File: config.mk
export PLATFORM = sky130hd
export DESIGN_NAME = mode_sequencer
export DESIGN_NICKNAME = d
export VERILOG_FILES = /design/src/rtl/reloj_pkg.sv /design/src/rtl/btn_debounce.sv /design/src/rtl/mode_sequencer.sv
export SDC_FILE = /design/constraint.sdc
export NUM_CORES = 1
export LEC_CHECK = 0
export CAP_MARGIN = 10
export CELL_PAD_IN_SITES_DETAIL_PLACEMENT = 0
export CELL_PAD_IN_SITES_GLOBAL_PLACEMENT = 1
export CORE_MARGIN = 5
export CORE_UTILIZATION = 38
export CTS_CLUSTER_SIZE = 10
export DETAILED_ROUTE_END_ITERATION = 16
export GPL_TIMING_DRIVEN = 0
export PLACE_DENSITY_LB_ADDON = 0.1
export SYNTH_ARGS = -nofsm -noshare
export SYNTH_HDL_FRONTEND = slang
export SYNTH_HIERARCHICAL = 1
export SYNTH_SLANG_ARGS = --single-unit
File: constraint.sdc
create_clock -name clk -period 2.1 [get_ports clk]
set_input_delay 0.42 -clock clk [delete_from_list [all_inputs] [get_ports clk]]
set_output_delay 0.42 -clock clk [all_outputs]
set_load 0.03 [all_outputs]
File: src/rtl/reloj_pkg.sv
// Shared constants for the digital clock: mode indices and
// the default number of user-selectable modes.
package reloj_pkg;

    localparam int NUM_MODES_DEFAULT = 4;

    localparam int MODE_NORMAL     = 0;
    localparam int MODE_SET_TIME   = 1;
    localparam int MODE_SET_ALARM  = 2;
    localparam int MODE_ALARM_VIEW = 3;

endpackage

File: src/rtl/btn_debounce.sv
// Push-button conditioner: 2-flop synchroniser, stability counter
// and rising-edge detector on the debounced level.
module btn_debounce #(
    parameter int DEBOUNCE_CYCLES = 16
) (
    input  logic clk_i,
    input  logic rst_i,
    input  logic btn_i,
    output logic stable_o,
    output logic press_o
);

    localparam int CW = (DEBOUNCE_CYCLES > 1) ? $clog2(DEBOUNCE_CYCLES) : 1;
    localparam logic [CW-1:0] CNT_LAST = CW'(DEBOUNCE_CYCLES - 1);

    logic          s1_q;
    logic          s2_q;
    logic          stable_q;
    logic          stable_d_q;
    logic [CW-1:0] cnt_q;

    always_ff @(posedge clk_i) begin
        if (rst_i) begin
            s1_q       <= 1'b0;
            s2_q       <= 1'b0;
            stable_q   <= 1'b0;
            stable_d_q <= 1'b0;
            cnt_q      <= '0;
        end else begin
            s1_q       <= btn_i;
            s2_q       <= s1_q;
            stable_d_q <= stable_q;
            // Any sample that agrees with the accepted level restarts the run
            if (s2_q == stable_q) begin
                cnt_q <= '0;
            end else if (cnt_q == CNT_LAST) begin
                stable_q <= s2_q;
                cnt_q    <= '0;
            end else begin
                cnt_q <= cnt_q + 1'b1;
            end
        end
    end

    assign stable_o = stable_q;
    assign press_o  = stable_q & ~stable_d_q;

endmodule

File: src/rtl/mode_sequencer.sv
// Mode controller: debounced button steps through enabled modes,
// with long-press, inactivity timeout and disable returning to mode 0.
module mode_sequencer
    import reloj_pkg::*;
#(
    parameter int NUM_MODES       = NUM_MODES_DEFAULT,
    parameter int DEBOUNCE_CYCLES = 16,
    parameter int LONGPRESS_TICKS = 2,
    parameter int TIMEOUT_TICKS   = 30,
    localparam int MODE_W = (NUM_MODES > 2) ? $clog2(NUM_MODES) : 1
) (
    input  logic                 clk,
    input  logic                 rst,
    input  logic                 tick_1hz,
    input  logic                 btn_mode,
    input  logic [NUM_MODES-1:0] mode_en,
    output logic [MODE_W-1:0]    mode,
    output logic [NUM_MODES-1:0] mode_onehot,
    output logic                 mode_changed,
    output logic                 in_setup
);

    localparam int LPW = (LONGPRESS_TICKS > 0) ? $clog2(LONGPRESS_TICKS + 1) : 1;
    localparam int TOW = (TIMEOUT_TICKS > 0) ? $clog2(TIMEOUT_TICKS + 1) : 1;
    localparam logic [LPW-1:0] LP_MAX  = LPW'(LONGPRESS_TICKS);
    localparam logic [LPW-1:0] LP_LAST =
        LPW'((LONGPRESS_TICKS > 0) ? LONGPRESS_TICKS - 1 : 0);
    localparam logic [TOW-1:0] TO_MAX  = TOW'(TIMEOUT_TICKS);
    localparam logic [TOW-1:0] TO_LAST =
        TOW'((TIMEOUT_TICKS > 0) ? TIMEOUT_TICKS - 1 : 0);
    localparam logic [MODE_W-1:0] M_NORMAL = MODE_W'(MODE_NORMAL);

    logic                 stable;
    logic                 press;
    logic [NUM_MODES-1:0] en_eff;
    logic [MODE_W-1:0]    nxt_mode;
    logic [MODE_W-1:0]    mode_d;
    logic [MODE_W-1:0]    mode_q;
    logic [NUM_MODES-1:0] onehot_q;
    logic                 changed_q;
    logic                 setup_q;
    logic [LPW-1:0]       lp_d;
    logic [LPW-1:0]       lp_q;
    logic [TOW-1:0]       to_d;
    logic [TOW-1:0]       to_q;
    logic                 drop;
    logic                 force_lp;
    logic                 force_to;

    btn_debounce #(
        .DEBOUNCE_CYCLES(DEBOUNCE_CYCLES)
    ) u_debounce (
        .clk_i   (clk),
        .rst_i   (rst),
        .btn_i   (btn_mode),
        .stable_o(stable),
        .press_o (press)
    );

    assign en_eff = mode_en | NUM_MODES'(1);

    // Lowest enabled index above the current one; otherwise wrap to 0
    always_comb begin
        nxt_mode = M_NORMAL;
        for (int i = NUM_MODES - 1; i >= 1; i--) begin
            if (en_eff[i] && (MODE_W'(i) > mode_q)) begin
                nxt_mode = MODE_W'(i);
            end
        end
    end

    always_comb begin
        drop     = (mode_q != M_NORMAL) && !en_eff[mode_q];
        force_lp = (LONGPRESS_TICKS > 0) && stable && tick_1hz
                   && (lp_q == LP_LAST);
        force_to = (TIMEOUT_TICKS > 0) && (mode_q != M_NORMAL)
                   && tick_1hz && !press && (to_q == TO_LAST);

        mode_d = mode_q;
        if (drop || force_lp || force_to) begin
            mode_d = M_NORMAL;
        end else if (press) begin
            mode_d = nxt_mode;
        end

        lp_d = lp_q;
        if (!stable) begin
            lp_d = '0;
        end else if (tick_1hz && (lp_q != LP_MAX)) begin
            lp_d = lp_q + 1'b1;
        end

        to_d = to_q;
        if ((mode_q == M_NORMAL) || press || (mode_d != mode_q)) begin
            to_d = '0;
        end else if (tick_1hz && (to_q != TO_MAX)) begin
            to_d = to_q + 1'b1;
        end
    end

    always_ff @(posedge clk) begin
        if (rst) begin
            mode_q    <= M_NORMAL;
            onehot_q  <= NUM_MODES'(1);
            changed_q <= 1'b0;
            setup_q   <= 1'b0;
            lp_q      <= '0;
            to_q      <= '0;
        end else begin
            mode_q    <= mode_d;
            onehot_q  <= NUM_MODES'(1) << mode_d;
            changed_q <= (mode_d != mode_q);
            setup_q   <= (mode_d != M_NORMAL);
            lp_q      <= lp_d;
            to_q      <= to_d;
        end
    end

    assign mode         = mode_q;
    assign mode_onehot  = onehot_q;
    assign mode_changed = changed_q;
    assign in_setup     = setup_q;

endmodule
* Word level (Yosys, flattened, before mapping) *
Cells that the tools add are included.

cells by class
  add/sub/neg operators = 3
  order comparisons = 4
  eq/ne operators = 7
  shift-type cells = 1
  mux-type cells = 7
  bitwise operators = 4
  reductions and logical operators = 24

operators with widths
  kind                 number
  $logic_and 1x1->1    11
  $mux 2               5
  $add 5x1->5 const B  1
  $eq 5x5->1 const B   1
  $ne 5x5->1 const B   1
  $add 4x1->4 const B  1
  $eq 4x4->1 const B   1
  $gt 2x2->1 const A   2
  $logic_or 1x1->1     4
  $reduce_bool 2->1    2
  $reduce_or 2->1      2
  $shl 1x2->4 const A  1
  $lt 2x3->1 const B   1
  $not 1->1            3
  $reduce_or 3->1      1
  $add 2x1->2 const B  1
  $bmux 1 s2           1
  $eq 2x1->1 const B   1
  $gt 1x2->1 const A   1
  $logic_not 1->1      2
  $logic_not 2->1      1
  $ne 2x2->1           1
  $ne 2x2->1 const B   1
  $reduce_and 2->1     1
  3 further kinds      3

storage, ports and cells
  register bits = 23
  output and inout bits = 8
  logic and storage cells = 61

* Logic depth before layout (Yosys ltp) *
Gate-level depths: netlist of the first run.

  word-level depth = 10
  gate-level depth with buffers = 7

* Cells and area by module *
The synthesis of the first run kept the hierarchy.

by module, submodules not included
  module          instances  cells an instance  area each (um2)
  mode_sequencer  1          86                 718.2
  btn_debounce    1          26                 284.0

* Worst setup path before layout of the first run *
OpenSTA, ideal clock, no wires.

  path kind = reg-to-reg
  from = reg mode_q[0], in the netlist mode[0]
  to = reg onehot_q[0], in the netlist mode_onehot[0]
  setup time = 0.115 ns
  data arrival time = 1.478 ns
  slack = 0.507 ns
  stages on the path, launching flop included = 6
  path buffers = 0
  period minus slack after synthesis = 1.593 ns
  cells stage by stage = dfxtp_1 -> mux2i_1 -> a211oi_1 -> o31a_1 -> nand2_1 -> o21a_1

on the way
  longest elaborated chain between the ends = 8
  elaborated cells between the ends (all ways) = 22

RTL lines
  element                                      line                                        text
  from (decl)                                  mode_sequencer.sv:38                        logic [MODE_W-1:0] mode_q;
  from (signal assigned)                       mode_sequencer.sv:110                       mode_q <= mode_d;
  $gt 2x2->1 or $bmux 1 s2 (tied branches)     mode_sequencer.sv:66, mode_sequencer.sv:73
  $logic_and 1x1->1 or $mux 1 (tied branches)  mode_sequencer.sv:66, mode_sequencer.sv:73
  $mux 2 or $logic_not 1->1 (tied branches)    mode_sequencer.sv:66, mode_sequencer.sv:73
  $mux 2 or $logic_and 1x1->1 (tied branches)  mode_sequencer.sv:66, mode_sequencer.sv:73
  $mux 2 or $logic_or 1x1->1 (tied branches)   mode_sequencer.sv:66, mode_sequencer.sv:80
  $mux 2 or $logic_or 1x1->1 (tied branches)   mode_sequencer.sv:82, mode_sequencer.sv:80
  $mux 2 *                                     mode_sequencer.sv:80                        if (drop || force_lp || force_to) begin
  $shl 1x2->4 *                                mode_sequencer.sv:111                       onehot_q <= NUM_MODES'(1) << mode_d;
  to (signal assigned)                         mode_sequencer.sv:111
  to (decl)                                    mode_sequencer.sv:39                        logic [NUM_MODES-1:0] onehot_q;

Mark *: on every way between the ends. The rest lies on a longest branch, timed or not. The select of a mux whose other input is x is not followed.
A chain may end at the register's enable or synchronous reset.

* Final worst setup path of the first run *
  from = reg mode_q[0], in the netlist mode[0]
  to = out mode[0]

RTL lines
  element    line                  text
  to (decl)  mode_sequencer.sv:17  output logic [MODE_W-1:0] mode,

No word-level cell between the ends.

==> results.md, run 1 <==
* Diode count at 0
* Crit start category: register
* Crit path from: mode[0]$_SDFF_PP0_
* WS Path Type: register to output pin
* Critical R2R Launch: to_q[1]$_SDFFE_PP0P_
* Hold/Removal Path Class: register to register
* Post-Syn Nets at 126
* H-tree levels at 1
* Via density at 4.92
* CTS tree: yes
* Cells on worst reg2reg path at 7
* Worst VDD drop at 0.437 mV
* Post-Route WL at 1.79 mm
* Seq/Total Area, Yosys at 45.9%
* Worst path slowest cell: clkdlybuf4s50_1
* Num Clock Sinks at 23
* Syn. warnings at 6
* Vias in the first global route at roughly 800
* First-pass GRT wire length at between 3 and 4 mm
* Mean Syn Cell Area at 8.95 µm²
* Static leakage at approximately 0.42 nW
* Distinct cells, synth at 30
* Post-Syn Instances at 112
* Die X-Extent at between 60 and 70 µm
* Gr ovfl total at 0
* Worst-path fanout max at 8
* Buffers & Inverters on Critical Path at 1
* Reg2reg end: in_setup$_SDFF_PP0_
* Synth area leaders: dfxtp_1 (46%), ha_1 (7.5%), nor2_1 (7.1%), nor2b_1 (4.4%), xnor2_1 (3.5%)
* Yosys top cell by area: dfxtp_1
* Final Critical Period at 1930 ps
* Full die area at 0.00376 mm²
* Initial DRC count at 14
* Worst Min Path Start: u_debounce/cnt_q[0]$_SDFF_PP0_
* Final Hold Viols at 0
* Fillers at 253
* CP peak stage delay at 720 ps
* Cells along the critical path: clkdlybuf4s50_1
* Design area at 0.00121 mm²
* CP Capture Type: output pin
* Commonest non-fill, non-tap cell in the layout: dfxtp_1
* Dpl cell area at 0.00118 mm²
* Via Count at 787
* TritonRoute pass-1 iters at 4
* Cell family with most CP delay: buffers and inverters
* Wire length per cell at 11.2 µm
* Commonest cells after routing, fill and taps aside: dfxtp_1 (23), nor2_1 (19), clkdlybuf4s50_1 (14)
* Final Skew at 9.06 ps
* Detailed placement HPWL at 1.38 mm
* Total CTS buffers at 3
* Synth top area share at 45.9%
* Final cycle utilization of the critical path at 91.9%
* Setup TNS at 0 ps
* Clk pin slew, worst setup/hold paths at 120 ps
* Clk buf depth at 2
* RePlAce Congestion at 0.841
* Rows at 18
* Hold-fix buffers, CTS at 0
* Port Buffers at 14
* Io pins at 16
* Largest net degree at the start of global routing at 14
* Post-CTS Setup Bufs at 0
* Synth Cell Area at approximately 0.0010 mm²
* DRC at 0
* Arr. time, crit path at 1510 ps
* Worst Hold Path EP: u_debounce/cnt_q[0]$_SDFF_PP0_
* Pwr dens at 554 mW/mm²
* Final Hold Slack at around 450 ps
* CTS root buffer: clkbuf_4
* R2R Setup Slk at ~410 ps
* Antenna-violating nets left at 0
* Area Growth Syn to Fin at 20.3%
* Cell count after placement at 156
* Max cap viols at 0
* Post-Layout Cell Count at 160
* Initial antenna violation count at 0
* Unrepaired setup endpoints after global routing: no
* Setup WS pre-CTS at -90.2 ps
* Slew @ Worst Pin at 517 ps
* Clk_lat worst skew at 310 ps
* Slew margin rel. at between 60 and 70%
* F_max at 0.518 GHz
* Slew Viols, Final at 0
* WHS Path Cells at 1
* Core Footprint at ~0.0025 mm²
* Total GRT Usage at 11.2%
* Vert. Die Dim at 61.4 µm
* Share of layout cells above drive strength 1 at 4.62%
* Status: finished, final reports clean
* CTS resizes at 0
* Layout net count at 145
* Setup ws final at 169 ps
* WP data required at about 1700 ps
* Final Setup Violations at 0
* Post-synthesis register bit count at 23
* Starting Density at between 40% and 50%
==> worst max path at each step <==
stage | cells past startpoint | endpoint
after floorplan | 5 | mode_onehot[0]$_SDFF_PP1_
after detailed placement | 6 | in_setup$_SDFF_PP0_
final | 1 | mode[0]
after CTS | 1 | mode[0]
after global placement | 6 | in_setup$_SDFF_PP0_
after global routing | 1 | mode[0]
==> synth_stat cells, drive strengths merged <==
library cell  count
o21bai            1
nand2             6
o31a              1
o21a              1
inv               9
nand3b            2
nor3              5
nor3b             1
or3               2
nand4             1
o22a              1
nand2b            2
a21o              1
xor2              1
xnor2             4
ha                6
o21ai             3
nor2             19
nand3             3
a31oi             1
dfxtp            23
a211oi            3
o211ai            1
a21oi             4
and3              2
mux2i             2
nor2b             7
==> power breakdown <==
group          internal [mW]  switching [mW]  total, mW  leakage (nW)
logic                 0.0172          0.0143     0.0315         0.217
registers              0.438         0.00105      0.440         0.186
clock network         0.0741           0.123      0.197        0.0150
total                  0.530           0.138      0.668         0.418
==> area by class of cell <==
type                            count  area (µm²)  area share [%]
Sequential cell                    23         460            38.2
Timing Repair Buffer               14         140            11.6
Clock buffer                        4        26.3            2.18
Inverter                            9        33.8            2.80
Tap cell                           30        37.5            3.11
Multi-Input combinational cell     80         508            42.1
==> routing by layer <==
layer  vias to the layer above  routed length (µm)  track usage, %
li1                        414                   -               -
met4                         0                  21            2.73
met1                       360                 887            13.6
met2                        11                 817            18.6
met5                         -                   0               0
met3                         2                  62            4.40
==> stage by stage <==
| stage | utilization, % | total power, mW |
|---|---|---|
| CTS | 48.2 | 0.687 |
| global route | 48.2 | 0.712 |
| finish | 48.2 | 0.668 |
| floorplan | - | 0.462 |
| detailed placement | 47.2 | 0.481 |
| global placement | 47.2 | 0.481 |
==> logic make-up (layout without fill, tap and decap cells) <==
family / Yosys count / count (layout) / synth area share, %
simple gates: 50 / 50 / 25.3
flops: 23 / 23 / 45.9
compound gates: 17 / 17 / 11.5
buf+inv: 9 / 27 / 3.37
fa+ha+maj: 6 / 6 / 7.49
xor+xnor: 5 / 5 / 4.37
mux: 2 / 2 / 2.00
==> worst register-to-register path, stage by stage, from the launching register on <==
cell and delay (ps):
dfxtp_1 360, inv_1 80, ha_1 140, nand2_1 40, or3_1 330, o31a_1 330, nand3b_1 190, o21ai_0 110
==> flip-flops by register name, summed over array words and instances (netlist names) <==
signal and count:
in_setup 1, lp_q 2, mode 2, mode_changed 1, mode_onehot 4, to_q 5, u_debounce/cnt_q 4, u_debounce/s1_q 1
u_debounce/s2_q 1, u_debounce/stable_d_q 1, u_debounce/stable_o 1
(Power assumes the default switching activity.)
==> run 2: changes to the inputs <==
- GPL_ROUTABILITY_DRIVEN: unset -> 0
==> results of run 2 <==
No change in the layout: final DEF, timing and power equal those of run 1.
